File: src/rtl/ieeedrv_sd_resp_if.sv
// SD block-transfer bus between a drive (master) and the image-store responder (slave).
// Signal suffixes are given from the responder's point of view.
interface ieeedrv_sd_resp_if #(
  parameter int SUBDRV = 2
);
  logic [SUBDRV-1:0]        img_mounted_i;
  logic [SUBDRV-1:0]        img_readonly_i;
  logic [SUBDRV-1:0][31:0]  img_size_i;
  logic [SUBDRV-1:0][31:0]  sd_lba_i;
  logic [SUBDRV-1:0][5:0]   sd_blk_cnt_i;
  logic [SUBDRV-1:0]        sd_rd_i;
  logic [SUBDRV-1:0]        sd_wr_i;
  logic [SUBDRV-1:0][7:0]   sd_buff_din_i;
  logic [SUBDRV-1:0]        sd_ack_o;
  logic [12:0]              sd_buff_addr_o;
  logic [7:0]               sd_buff_dout_o;
  logic                     sd_buff_wr_o;

  modport master (
    output img_mounted_i, img_readonly_i, img_size_i, sd_lba_i, sd_blk_cnt_i,
           sd_rd_i, sd_wr_i, sd_buff_din_i,
    input  sd_ack_o, sd_buff_addr_o, sd_buff_dout_o, sd_buff_wr_o
  );

  modport slave (
    input  img_mounted_i, img_readonly_i, img_size_i, sd_lba_i, sd_blk_cnt_i,
           sd_rd_i, sd_wr_i, sd_buff_din_i,
    output sd_ack_o, sd_buff_addr_o, sd_buff_dout_o, sd_buff_wr_o
  );
endinterface

File: src/rtl/ieeedrv_sd_resp.sv
// Image-store responder for the drive-side SD block interface; moves 256-byte blocks to/from a byte memory port.
// Optional IEEEDRV_SDRESP_RANGE_EN: bytes beyond img_size read as zero / are dropped, flagged on range_err_o.
//
// state       | meaning
// S_IDLE      | wait for an armed, mounted request
// S_START     | raise ack, issue first access
// S_RD_REQ    | memory read outstanding
// S_RD_PUT    | one-cycle sd_buff_wr strobe of a read byte
// S_WR_ADDR   | present buffer address to the drive
// S_WR_WAIT   | drive buffer read latency
// S_WR_SAMPLE | capture drive data, start memory write
// S_WR_REQ    | memory write outstanding
// S_DONE      | drop ack, return to idle
module ieeedrv_sd_resp #(
  parameter int  SUBDRV = 2,
  localparam int DW     = (SUBDRV > 1) ? $clog2(SUBDRV) : 1
) (
  input  logic             clk_sys,
  input  logic             reset,
  ieeedrv_sd_resp_if.slave sd,
  output logic [DW-1:0]    mem_drv_o,
  output logic [31:0]      mem_addr_o,
  output logic             mem_rd_o,
  output logic             mem_wr_o,
  output logic [7:0]       mem_wdata_o,
  input  logic [7:0]       mem_rdata_i,
  input  logic             mem_ready_i,
  output logic             busy_o,
  output logic             range_err_o
);

  typedef enum logic [3:0] {
    S_IDLE, S_START, S_RD_REQ, S_RD_PUT, S_WR_ADDR, S_WR_WAIT, S_WR_SAMPLE, S_WR_REQ, S_DONE
  } state_t;

  state_t              state_q;
  logic [DW-1:0]       drv_q;
  logic                dir_wr_q, ro_q;
  logic [23:0]         lba_q;
  logic [13:0]         last_q, offset_q;
  logic [SUBDRV-1:0]   armed_q, ack_q;
  logic [12:0]         buff_addr_q;
  logic [7:0]          buff_dout_q, wdata_q;
  logic                buff_wr_q, mem_rd_q, mem_wr_q, range_err_q;
  logic [31:0]         mem_addr_q;
`ifdef IEEEDRV_SDRESP_RANGE_EN
  logic [31:0]         size_q;
`endif

  logic [SUBDRV-1:0]   req_d, pending_d;
  logic                grant_vld_d, grant_wr_d;
  logic [DW-1:0]       grant_drv_d;
  logic [13:0]         off_nxt_d;
  logic [31:0]         base_d, cur_addr_d, nxt_addr_d;
  logic                cur_oor_d, nxt_oor_d, is_last_d, abort_d;

  always_comb begin
    req_d       = sd.sd_rd_i | sd.sd_wr_i;
    pending_d   = req_d & sd.img_mounted_i & armed_q;
    grant_vld_d = 1'b0;
    grant_wr_d  = 1'b0;
    grant_drv_d = '0;
    // descending scan so the lowest pending index is the one that sticks
    for (int i = SUBDRV - 1; i >= 0; i--) begin
      if (pending_d[i]) begin
        grant_vld_d = 1'b1;
        grant_drv_d = DW'(i);
        grant_wr_d  = ~sd.sd_rd_i[i];
      end
    end
    off_nxt_d  = (state_q == S_START) ? 14'd0 : offset_q + 14'd1;
    base_d     = {lba_q, 8'h00};
    cur_addr_d = base_d + {18'd0, offset_q};
    nxt_addr_d = base_d + {18'd0, off_nxt_d};
`ifdef IEEEDRV_SDRESP_RANGE_EN
    cur_oor_d  = (cur_addr_d >= size_q);
    nxt_oor_d  = (nxt_addr_d >= size_q);
`else
    cur_oor_d  = 1'b0;
    nxt_oor_d  = 1'b0;
`endif
    is_last_d  = (offset_q == last_q);
    abort_d    = (state_q != S_IDLE) && (state_q != S_DONE) && !sd.img_mounted_i[drv_q];
  end

  always_ff @(posedge clk_sys) begin
    if (reset) begin
      state_q     <= S_IDLE;
      drv_q       <= '0;
      dir_wr_q    <= 1'b0;
      ro_q        <= 1'b0;
      lba_q       <= '0;
      last_q      <= '0;
      offset_q    <= '0;
      armed_q     <= '1;
      ack_q       <= '0;
      buff_addr_q <= '0;
      buff_dout_q <= '0;
      buff_wr_q   <= 1'b0;
      wdata_q     <= '0;
      mem_addr_q  <= '0;
      mem_rd_q    <= 1'b0;
      mem_wr_q    <= 1'b0;
      range_err_q <= 1'b0;
`ifdef IEEEDRV_SDRESP_RANGE_EN
      size_q      <= '0;
`endif
    end else begin
      armed_q <= armed_q | ~req_d;
      case (state_q)
        S_IDLE: if (grant_vld_d) begin
          drv_q    <= grant_drv_d;
          dir_wr_q <= grant_wr_d;
          ro_q     <= sd.img_readonly_i[grant_drv_d];
          lba_q    <= sd.sd_lba_i[grant_drv_d][23:0];
          last_q   <= {sd.sd_blk_cnt_i[grant_drv_d], 8'hFF};
`ifdef IEEEDRV_SDRESP_RANGE_EN
          size_q   <= sd.img_size_i[grant_drv_d];
`endif
          armed_q[grant_drv_d] <= 1'b0;
          state_q  <= S_START;
        end
        // START and RD_PUT share the "issue next read byte" path
        S_START, S_RD_PUT: begin
          buff_wr_q <= 1'b0;
          offset_q  <= off_nxt_d;
          if (state_q == S_START) ack_q <= SUBDRV'(1) << drv_q;
          if (state_q == S_RD_PUT && is_last_d) begin
            state_q <= S_DONE;
          end else if (state_q == S_START && dir_wr_q) begin
            state_q <= S_WR_ADDR;
          end else begin
            mem_addr_q  <= nxt_addr_d;
            buff_addr_q <= off_nxt_d[12:0];
            if (nxt_oor_d) begin
              buff_dout_q <= 8'h00;
              buff_wr_q   <= 1'b1;
              range_err_q <= 1'b1;
              state_q     <= S_RD_PUT;
            end else begin
              mem_rd_q <= 1'b1;
              state_q  <= S_RD_REQ;
            end
          end
        end
        S_RD_REQ: if (mem_ready_i) begin
          mem_rd_q    <= 1'b0;
          buff_dout_q <= mem_rdata_i;
          buff_wr_q   <= 1'b1;
          state_q     <= S_RD_PUT;
        end
        S_WR_ADDR: begin
          buff_addr_q <= offset_q[12:0];
          state_q     <= S_WR_WAIT;
        end
        S_WR_WAIT: state_q <= S_WR_SAMPLE;
        S_WR_SAMPLE: begin
          wdata_q    <= sd.sd_buff_din_i[drv_q];
          mem_addr_q <= cur_addr_d;
          if (ro_q || cur_oor_d) begin
            if (cur_oor_d) range_err_q <= 1'b1;
            offset_q <= offset_q + 14'd1;
            state_q  <= is_last_d ? S_DONE : S_WR_ADDR;
          end else begin
            mem_wr_q <= 1'b1;
            state_q  <= S_WR_REQ;
          end
        end
        S_WR_REQ: if (mem_ready_i) begin
          mem_wr_q <= 1'b0;
          offset_q <= offset_q + 14'd1;
          state_q  <= is_last_d ? S_DONE : S_WR_ADDR;
        end
        S_DONE: begin
          ack_q     <= '0;
          buff_wr_q <= 1'b0;
          mem_rd_q  <= 1'b0;
          mem_wr_q  <= 1'b0;
          state_q   <= S_IDLE;
        end
        default: state_q <= S_IDLE;
      endcase
      // image pulled mid-transfer: stop memory traffic, close out with DONE
      if (abort_d) begin
        mem_rd_q  <= 1'b0;
        mem_wr_q  <= 1'b0;
        buff_wr_q <= 1'b0;
        state_q   <= S_DONE;
      end
    end
  end

  assign sd.sd_ack_o       = ack_q;
  assign sd.sd_buff_addr_o = buff_addr_q;
  assign sd.sd_buff_dout_o = buff_dout_q;
  assign sd.sd_buff_wr_o   = buff_wr_q;
  assign mem_drv_o         = drv_q;
  assign mem_addr_o        = mem_addr_q;
  assign mem_rd_o          = mem_rd_q;
  assign mem_wr_o          = mem_wr_q;
  assign mem_wdata_o       = wdata_q;
  assign busy_o            = (state_q != S_IDLE);
  assign range_err_o       = range_err_q;

endmodule

File: src/flat_wrapper.sv
// flat-port wrapper written by rule: the top's interface ports become plain ports
module ieeedrv_sd_resp_flat 
#(
  parameter int  SUBDRV = 2,
  localparam int DW     = (SUBDRV > 1) ? $clog2(SUBDRV) : 1
)
  (clk_sys, reset, mem_drv_o, mem_addr_o, mem_rd_o, mem_wr_o, mem_wdata_o, mem_rdata_i, mem_ready_i, busy_o, range_err_o, sd_img_mounted_i, sd_img_readonly_i, sd_img_size_i, sd_sd_lba_i, sd_sd_blk_cnt_i, sd_sd_rd_i, sd_sd_wr_i, sd_sd_buff_din_i, sd_sd_ack_o, sd_sd_buff_addr_o, sd_sd_buff_dout_o, sd_sd_buff_wr_o);
  ieeedrv_sd_resp_if #(.SUBDRV(SUBDRV)) sd_i ();
  input  logic clk_sys;
  input  logic reset;
  output logic [DW-1:0] mem_drv_o;
  output logic [31:0] mem_addr_o;
  output logic mem_rd_o;
  output logic mem_wr_o;
  output logic [7:0] mem_wdata_o;
  input  logic [7:0] mem_rdata_i;
  input  logic mem_ready_i;
  output logic busy_o;
  output logic range_err_o;
  input wire logic [$bits(sd_i.img_mounted_i)-1:0] sd_img_mounted_i;
  input wire logic [$bits(sd_i.img_readonly_i)-1:0] sd_img_readonly_i;
  input wire logic [$bits(sd_i.img_size_i)-1:0] sd_img_size_i;
  input wire logic [$bits(sd_i.sd_lba_i)-1:0] sd_sd_lba_i;
  input wire logic [$bits(sd_i.sd_blk_cnt_i)-1:0] sd_sd_blk_cnt_i;
  input wire logic [$bits(sd_i.sd_rd_i)-1:0] sd_sd_rd_i;
  input wire logic [$bits(sd_i.sd_wr_i)-1:0] sd_sd_wr_i;
  input wire logic [$bits(sd_i.sd_buff_din_i)-1:0] sd_sd_buff_din_i;
  output wire logic [$bits(sd_i.sd_ack_o)-1:0] sd_sd_ack_o;
  output wire logic [$bits(sd_i.sd_buff_addr_o)-1:0] sd_sd_buff_addr_o;
  output wire logic [$bits(sd_i.sd_buff_dout_o)-1:0] sd_sd_buff_dout_o;
  output wire logic [$bits(sd_i.sd_buff_wr_o)-1:0] sd_sd_buff_wr_o;
  assign sd_i.img_mounted_i = sd_img_mounted_i;
  assign sd_i.img_readonly_i = sd_img_readonly_i;
  assign sd_i.img_size_i = sd_img_size_i;
  assign sd_i.sd_lba_i = sd_sd_lba_i;
  assign sd_i.sd_blk_cnt_i = sd_sd_blk_cnt_i;
  assign sd_i.sd_rd_i = sd_sd_rd_i;
  assign sd_i.sd_wr_i = sd_sd_wr_i;
  assign sd_i.sd_buff_din_i = sd_sd_buff_din_i;
  assign sd_sd_ack_o = sd_i.sd_ack_o;
  assign sd_sd_buff_addr_o = sd_i.sd_buff_addr_o;
  assign sd_sd_buff_dout_o = sd_i.sd_buff_dout_o;
  assign sd_sd_buff_wr_o = sd_i.sd_buff_wr_o;
  ieeedrv_sd_resp #(.SUBDRV(SUBDRV)) u_core (.clk_sys(clk_sys), .reset(reset), .sd(sd_i), .mem_drv_o(mem_drv_o), .mem_addr_o(mem_addr_o), .mem_rd_o(mem_rd_o), .mem_wr_o(mem_wr_o), .mem_wdata_o(mem_wdata_o), .mem_rdata_i(mem_rdata_i), .mem_ready_i(mem_ready_i), .busy_o(busy_o), .range_err_o(range_err_o));
endmodule
File: config.mk
export PLATFORM = sky130hd
export DESIGN_NAME = ieeedrv_sd_resp_flat
export DESIGN_NICKNAME = d
export VERILOG_FILES = /design/src/rtl/ieeedrv_sd_resp_if.sv /design/src/rtl/ieeedrv_sd_resp.sv /design/src/flat_wrapper.sv
export SDC_FILE = /design/constraint.sdc
export NUM_CORES = 1
export LEC_CHECK = 0
export BUFFER_PORTS_ARGS = -buffer_cell sky130_fd_sc_hd__buf_2
export CORE_MARGIN = 2
export CORE_UTILIZATION = 32
export DETAILED_ROUTE_END_ITERATION = 8
export PLACE_DENSITY_LB_ADDON = 0.2
export SLEW_MARGIN = 20
export SYNTH_ARGS = -nofsm -noshare
export SYNTH_HDL_FRONTEND = slang
export SYNTH_SLANG_ARGS = --single-unit
File: constraint.sdc
create_clock -name clk_sys -period 2.9 [get_ports clk_sys]
set_input_delay 0.145 -clock clk_sys [delete_from_list [all_inputs] [get_ports clk_sys]]
set_output_delay 0.145 -clock clk_sys [all_outputs]
set_load 0.05 [all_outputs]
; ---- Word-level counts from Yosys, hierarchy flattened
; Cells that the tools add are included.
[word_totals]
mem_bits_rw = 0
mem_count = 0
rom_bits = 0
regBits = 127
inputBits = 175
latch_bits = 0
[op_classes]
muxes = 48
shift = 1
bitwise = 9
n_lt_le_gt_ge = 3
n_addsub = 3
n_mul = 0
reduce_logical = 29
div = 0
n_eq_ne = 21
[op_table]
columns = cell, n
row1 = 32-bit by 14-bit adder with 32-bit output, 2
row2 = 32-bit two-way mux, 2
row3 = 32-bit case mux with 2 select lines, 1
row4 = 24-bit two-way mux, 2
row5 = 14-bit two-way mux, 3
row6 = 14-bit case mux with 3 select lines, 1
row7 = 4-bit two-way mux, 7
row8 = 4-bit case mux with 7 select lines, 1
row9 = 13-bit two-way mux, 2
row10 = 13-bit case mux with 2 select lines, 1
row11 = 3-bit AND reduction, 6
row12 = 4-bit by 3-bit equality test with 1-bit output (second input constant), 4
row13 = 8-bit two-way mux, 2
row14 = 1-bit two-way mux, 15
row15 = 14-bit by 1-bit adder with 14-bit output (second input constant), 1
row16 = 14-bit equality test, 1
row17 = 6-bit two-way mux, 2
row18 = 2-bit inequality test (second input constant), 5
row19 = 3-bit nonzero test, 3
row20 = 4-bit by 2-bit equality test with 1-bit output (second input constant), 2
row21 = 2-bit AND reduction, 4
row22 = 2-bit nonzero test, 4
row23 = 2-bit AND, 3
row24 = 2-bit two-way mux, 3
row25 = other kinds (24), 37

; ---- Logic depth before layout (Yosys ltp)
[logic_depth]
depth_word = 13
ltp_mapped = 14

; ---- Worst setup path after synthesis
; Ideal clock, no wire load.
[synth_timing]
path_kind = flip-flop to flip-flop
from = reg u_core.state_q[2]
to = reg u_core.mem_addr_q[31] (netlist: u_core.mem_addr_o[31])
arrival_ps = 3029
setup_slack_ps = -220
required_time_ps = 2809
setup_ps = 91
period_less_slack_ps = 3120
stages_incl_launch_ff = 15
path_cell_list = dfxtp_1 > buf_2 > nor2_1 > and3_1 > clkbuf_1 > clkbuf_1 > nor2_1 > o21ai_0 > nand2_1 > ha_1 > o211ai_1 > o21ai_1 > nand2_1 > or3_1 > a311oi_1
[synth_via]
elab_chain_cells = 6
elab_cells_between_ends = 15
[synth_rtl]
columns = item, line_no
row1 = start: declaration, ieeedrv_sd_resp.sv:36  ; state_t state_q;
row2 = start signal: assignment, ieeedrv_sd_resp.sv:163  ; state_q <= is_last_d ? S_DONE : S_WR_ADDR;
row3 = start signal: assignment, ieeedrv_sd_resp.sv:172  ; state_q <= is_last_d ? S_DONE : S_WR_ADDR;
row4 = 4-bit by 1-bit equality test with 1-bit output, "ieeedrv_sd_resp.sv:71, ieeedrv_sd_resp.sv:110, ieeedrv_sd_resp.sv:130"
row5 = 14-bit two-way mux, ieeedrv_sd_resp.sv:71  ; off_nxt_d = (state_q == S_START) ? 14'd0 : offset_q + 14'd1;
row6 = 32-bit by 14-bit adder with 32-bit output, ieeedrv_sd_resp.sv:74  ; nxt_addr_d = base_d + {18'd0, off_nxt_d};
row7 = 32-bit two-way mux, ieeedrv_sd_resp.sv:130  ; end else if (state_q == S_START && dir_wr_q) begin
row8 = 32-bit two-way mux, ieeedrv_sd_resp.sv:128  ; if (state_q == S_RD_PUT && is_last_d) begin
row9 = 32-bit case mux with 2 select lines, ieeedrv_sd_resp.sv:110  ; case (state_q)
row10 = end signal: assignment, ieeedrv_sd_resp.sv:133  ; mem_addr_q <= nxt_addr_d;
row11 = end signal: assignment, ieeedrv_sd_resp.sv:159  ; mem_addr_q <= cur_addr_d;
row12 = end: declaration, ieeedrv_sd_resp.sv:45  ; logic [31:0] mem_addr_q;
; Parallel ways exist; a longest one is shown, timed or not. The select of a mux whose other input is x is not followed.
; A chain may end at the register's enable or synchronous reset.

; ---- Worst setup path after layout
[layout_timing]
from = reg u_core.offset_q[0]
to = reg u_core.mem_addr_q[26] (netlist: u_core.mem_addr_o[26])
[layout_via]
elab_chain_cells = 6
elab_cells_between_ends = 11
[layout_rtl]
columns = item, line_no
row1 = start: declaration, ieeedrv_sd_resp.sv:40  ; logic [13:0] last_q, offset_q;
row2 = start signal: assignment, ieeedrv_sd_resp.sv:126  ; offset_q <= off_nxt_d;
row3 = start signal: assignment, ieeedrv_sd_resp.sv:162  ; offset_q <= offset_q + 14'd1;
row4 = start signal: assignment, ieeedrv_sd_resp.sv:171  ; offset_q <= offset_q + 14'd1;
row5 = 14-bit by 1-bit adder with 14-bit output, ieeedrv_sd_resp.sv:71
row6 = 14-bit two-way mux, ieeedrv_sd_resp.sv:71
row7 = 32-bit by 14-bit adder with 32-bit output, ieeedrv_sd_resp.sv:74
row8 = 32-bit two-way mux, ieeedrv_sd_resp.sv:130
row9 = 32-bit two-way mux, ieeedrv_sd_resp.sv:128
row10 = 32-bit case mux with 2 select lines, ieeedrv_sd_resp.sv:110
; Parallel ways exist; a longest one is shown, timed or not. The select of a mux whose other input is x is not followed.

==> flow_summary_export.csv <==
group,metric,value,unit
route,drtIter0Drc,338,
global_route,grt_pass1_vias,5915,
floorplanning,dieArea,21200,µm²
placement,portBuffers,162,
synth,synth_seq_cells,120,
setup_path,crit_type,"register to register",
setup_path,start_kind,"register",
power_and_ir_drop,power.internal,5.01,mW
placement,dp_slack,84.7,ps
setup_path,critPathTopFamily,"simple AND/OR/NAND/NOR gates",
route,antenna_left,0,
global_route,antenna_found_initial,0,
power_and_ir_drop,power_frac_seq,0.290,
run,drv_cap,0,
synth,syn_nets,959,
layout,drive_gt1_frac,0.326,
setup_path,cp_slowest_cell,"or3_1",
route,vias_per_cell,5.09,
global_route,grt_max_degree,84,
floorplanning,dieWidth,145,µm
synth,seq_area_frac_synth,0.375,
floorplanning,die_y,145,µm
synth,ys_warn_count,0,
global_route,gr-total-overflow,0,
placement,gp_congestion,0.849,
setup_path,crit_required,3230,ps
power_and_ir_drop,cellLeakagePower,3.66,nW
synth,synth_cell_types,64,
synth,synth.avg_cell_area,8.25,µm²
outcome,status,"completed",
layout,utilization,0.449,
setup_path,crit_path_frequent_cell,"nand2_1",
sta,setup_viol,0,
power_and_ir_drop,p_switching,3.79,mW
clock_network,cts_root_buf,"clkbuf_16",
setup_path,cpPeakStageDelay,370,ps
clock_network,cts.sinks,120,
clock_network,clk_latency,430,ps
route,first_pass_iters,5,
sta,worstMarginPinSlew,934,ps
setup_path,path_cells,"ha_1 > nand3_1 > buf_4 > nor3_4 > nor2_1 > o21ai_0 > nand2_1 > ha_1 > buf_4 > nand2_1 > o21ai_2 > nand2_1 > or3_1 > a311oi_2",
power_and_ir_drop,powerDensity,1000,nW/µm²
sta,finalSetupTns,0,ps
sta,finalClockSkew,17.4,ps
synth,synth_area,6400,µm²
sta,period_share,0.942,
layout,antenna-diode-count,0,
placement,dpl.hpwl,14000,µm
synth,synth-main-ff-cell,"dfxtp_1",
clock_network,cts_buffers,17,
synth,synth-edff-count,0,
synth,synthCells,776,
route,drc,0,
layout,fin_nets,1157,
sta,max_slew_margin,0.377,
power_and_ir_drop,power_frac_comb,0.439,
sta,slew_violations,0,
route,routed_wl,19600,µm
setup_path,r2r_slack,170,ps
sta,worst_slack,169,ps
global_route,grt_pass1_wl,31600,µm
clock_network,clk_pin_slew,60,ps
route,wire_per_inst,15.7,µm
clock_network,cts_tree,"done",
power_and_ir_drop,ir_drop,0.470,mV
floorplanning,core,19500,µm²
clock_network,htreeDepth,4,
layout,area_growth,37.1,%
global_route,grt_usage,0.184,
sta,min_period,2730,ps
floorplanning,start_util,0.328,
setup_path,cp_max_fo,6,
route,vias,6369,
power_and_ir_drop,sw_frac_of_total,0.431,
floorplanning,rows,51,
sta,fmax,0.366,GHz
setup_path,end_kind,"register",
power_and_ir_drop,total_power,8.80,mW
floorplanning,ioPinCount,244,
clock_network,clockBufferDepth,2,
synth,synth-async-reset-ratio,0,
setup_path,cp_num_buf_inv,2,
setup_path,arrival,3060,ps
sta,finalHoldViolCount,0,
power_and_ir_drop,clkPwrFrac,0.271,
hold_path,hold_class,"input port to register",
layout,fill_cells,1968,
sta,holdWs,31.3,ps
-- stage by stage --
step,instances,area (µm²)
3_3_place_gp,1205,7840
2_1_floorplan,776,6430
3_5_place_dp,1205,7840
4_1_cts,1247,8610
6_report,1252,8770
5_1_grt,1252,8770
-- cell usage after synthesis, types with 3 or more instances --
library cell  count  area, µm²
a21o_1            4       30.0
nand3_1          31        155
or3_1             8       50.1
nand2b_1          5       31.3
ha_1              7       87.6
o21ai_1           4       20.0
xnor2_1           9       78.8
nor3_1           18       90.1
a211oi_2         10        125
mux2i_1          50        500
o21ai_0          49        245
and4_1            5       43.8
nor4_1            5       31.3
dfxtp_1         120       2400
o211a_1           3       30.0
a21oi_1          69        345
inv_1             3       11.3
and3_1            8       50.1
a211oi_1         64        480
xor2_1           18        158
buf_2            19       95.1
clkbuf_1         41        154
a221oi_1          3       26.3
a31oi_1           3       18.8
and2_1            3       18.8
nor2_1           83        312
buf_4             4       30.0
buf_1             3       11.3
a311oi_1          7       61.3
nand2_1          63        236
nand4_1          11       68.8
nor2b_1           5       31.3
-- cell usage in the layout, fill, tap and decap left out, types with 7 or more instances in the layout --
cell type	n
nor3_1	15
nand4_1	11
o21ai_0	47
clkbuf_16	17
mux2i_1	50
a21oi_1	67
and3_1	7
nand2_1	63
a211oi_2	11
or3_1	8
a211oi_1	63
dfxtp_2	7
nor2_1	81
nand3_1	31
dlygate4sd3_1	10
buf_4	71
dfxtp_1	113
xor2_1	17
buf_2	161
xnor2_1	9
-- flip-flops by register name (all words and copies together) (netlist names) --
signal / flops
u_core.sd.sd_ack_o: 2
u_core.mem_drv_o: 1
u_core.mem_addr_o: 32
u_core.state_q: 4
u_core.ro_q: 1
u_core.armed_q: 2
u_core.mem_rd_o: 1
u_core.offset_q: 14
u_core.mem_wr_o: 1
u_core.sd.sd_buff_addr_o: 13
u_core.mem_wdata_o: 8
u_core.last_q: 7
u_core.lba_q: 24
u_core.sd.sd_buff_dout_o: 8
u_core.sd.sd_buff_wr_o: 1
u_core.dir_wr_q: 1
-- power by group through the flow --
stage	Combinational [mW]	Sequential, mW	Clock [mW]
5_1_grt	4.19	2.63	2.53
3_5_place_dp	3.82	2.58	0
3_3_place_gp	3.81	2.57	0
2_1_floorplan	1.88	3.40	0
4_1_cts	3.84	2.54	2.44
6_report	3.86	2.55	2.39
-- kinds of logic (layout without fill, tap and decap cells) --
family,after synthesis,count (layout),share of synthesized area
multiplexers,50,50,0.0782
AND/OR/NAND/NOR,259,259,0.195
other,1,1,0.000586
AO/OA/AOI/OAI,237,237,0.246
adder cells (fa/ha/maj),8,8,0.0168
XOR/XNOR,27,27,0.0369
buffers and inverters,74,285,0.0506
flip-flops,120,120,0.375
-- final timing paths --
check	from	end	cells after the start
hold / removal	reset	u_core.mem_wdata_o[3]	2
setup / recovery	u_core.offset_q[0]	u_core.mem_addr_o[26]	14
setup reg to reg	u_core.offset_q[0]	u_core.mem_addr_o[26]	14
hold reg to reg	u_core.sd.sd_ack_o[1]	u_core.sd.sd_ack_o[1]	2
-- repair_timing --
action / in CTS / in global routing
hold buffers: 10 / 0
resized for setup: 0 / 31
endpoints found under the setup margin: 0 / 20
buffers inserted: 0 / 5
hold endpoints to repair: 9 / 0
-- final cells by class --
class,count,area [µm²],share of cell area
flip-flops and latches,120,2410,0.275
repair buffers,247,1500,0.171
clock inverters,13,218,0.0248
well taps,265,332,0.0378
clock buffers,19,453,0.0516
inverters,6,22.5,0.00257
multi-input cells,582,3830,0.437
-- layer usage --
layer,global-route usage,part of all wire,vias up
li1,-,-,3252
met1,0.258,0.50,2923
met2,0.283,0.44,173
met3,0.0348,0.042,21
met4,0.0647,0.016,0
met5,0,0,-
No activity file was read; power rests on OpenSTA's default activity.
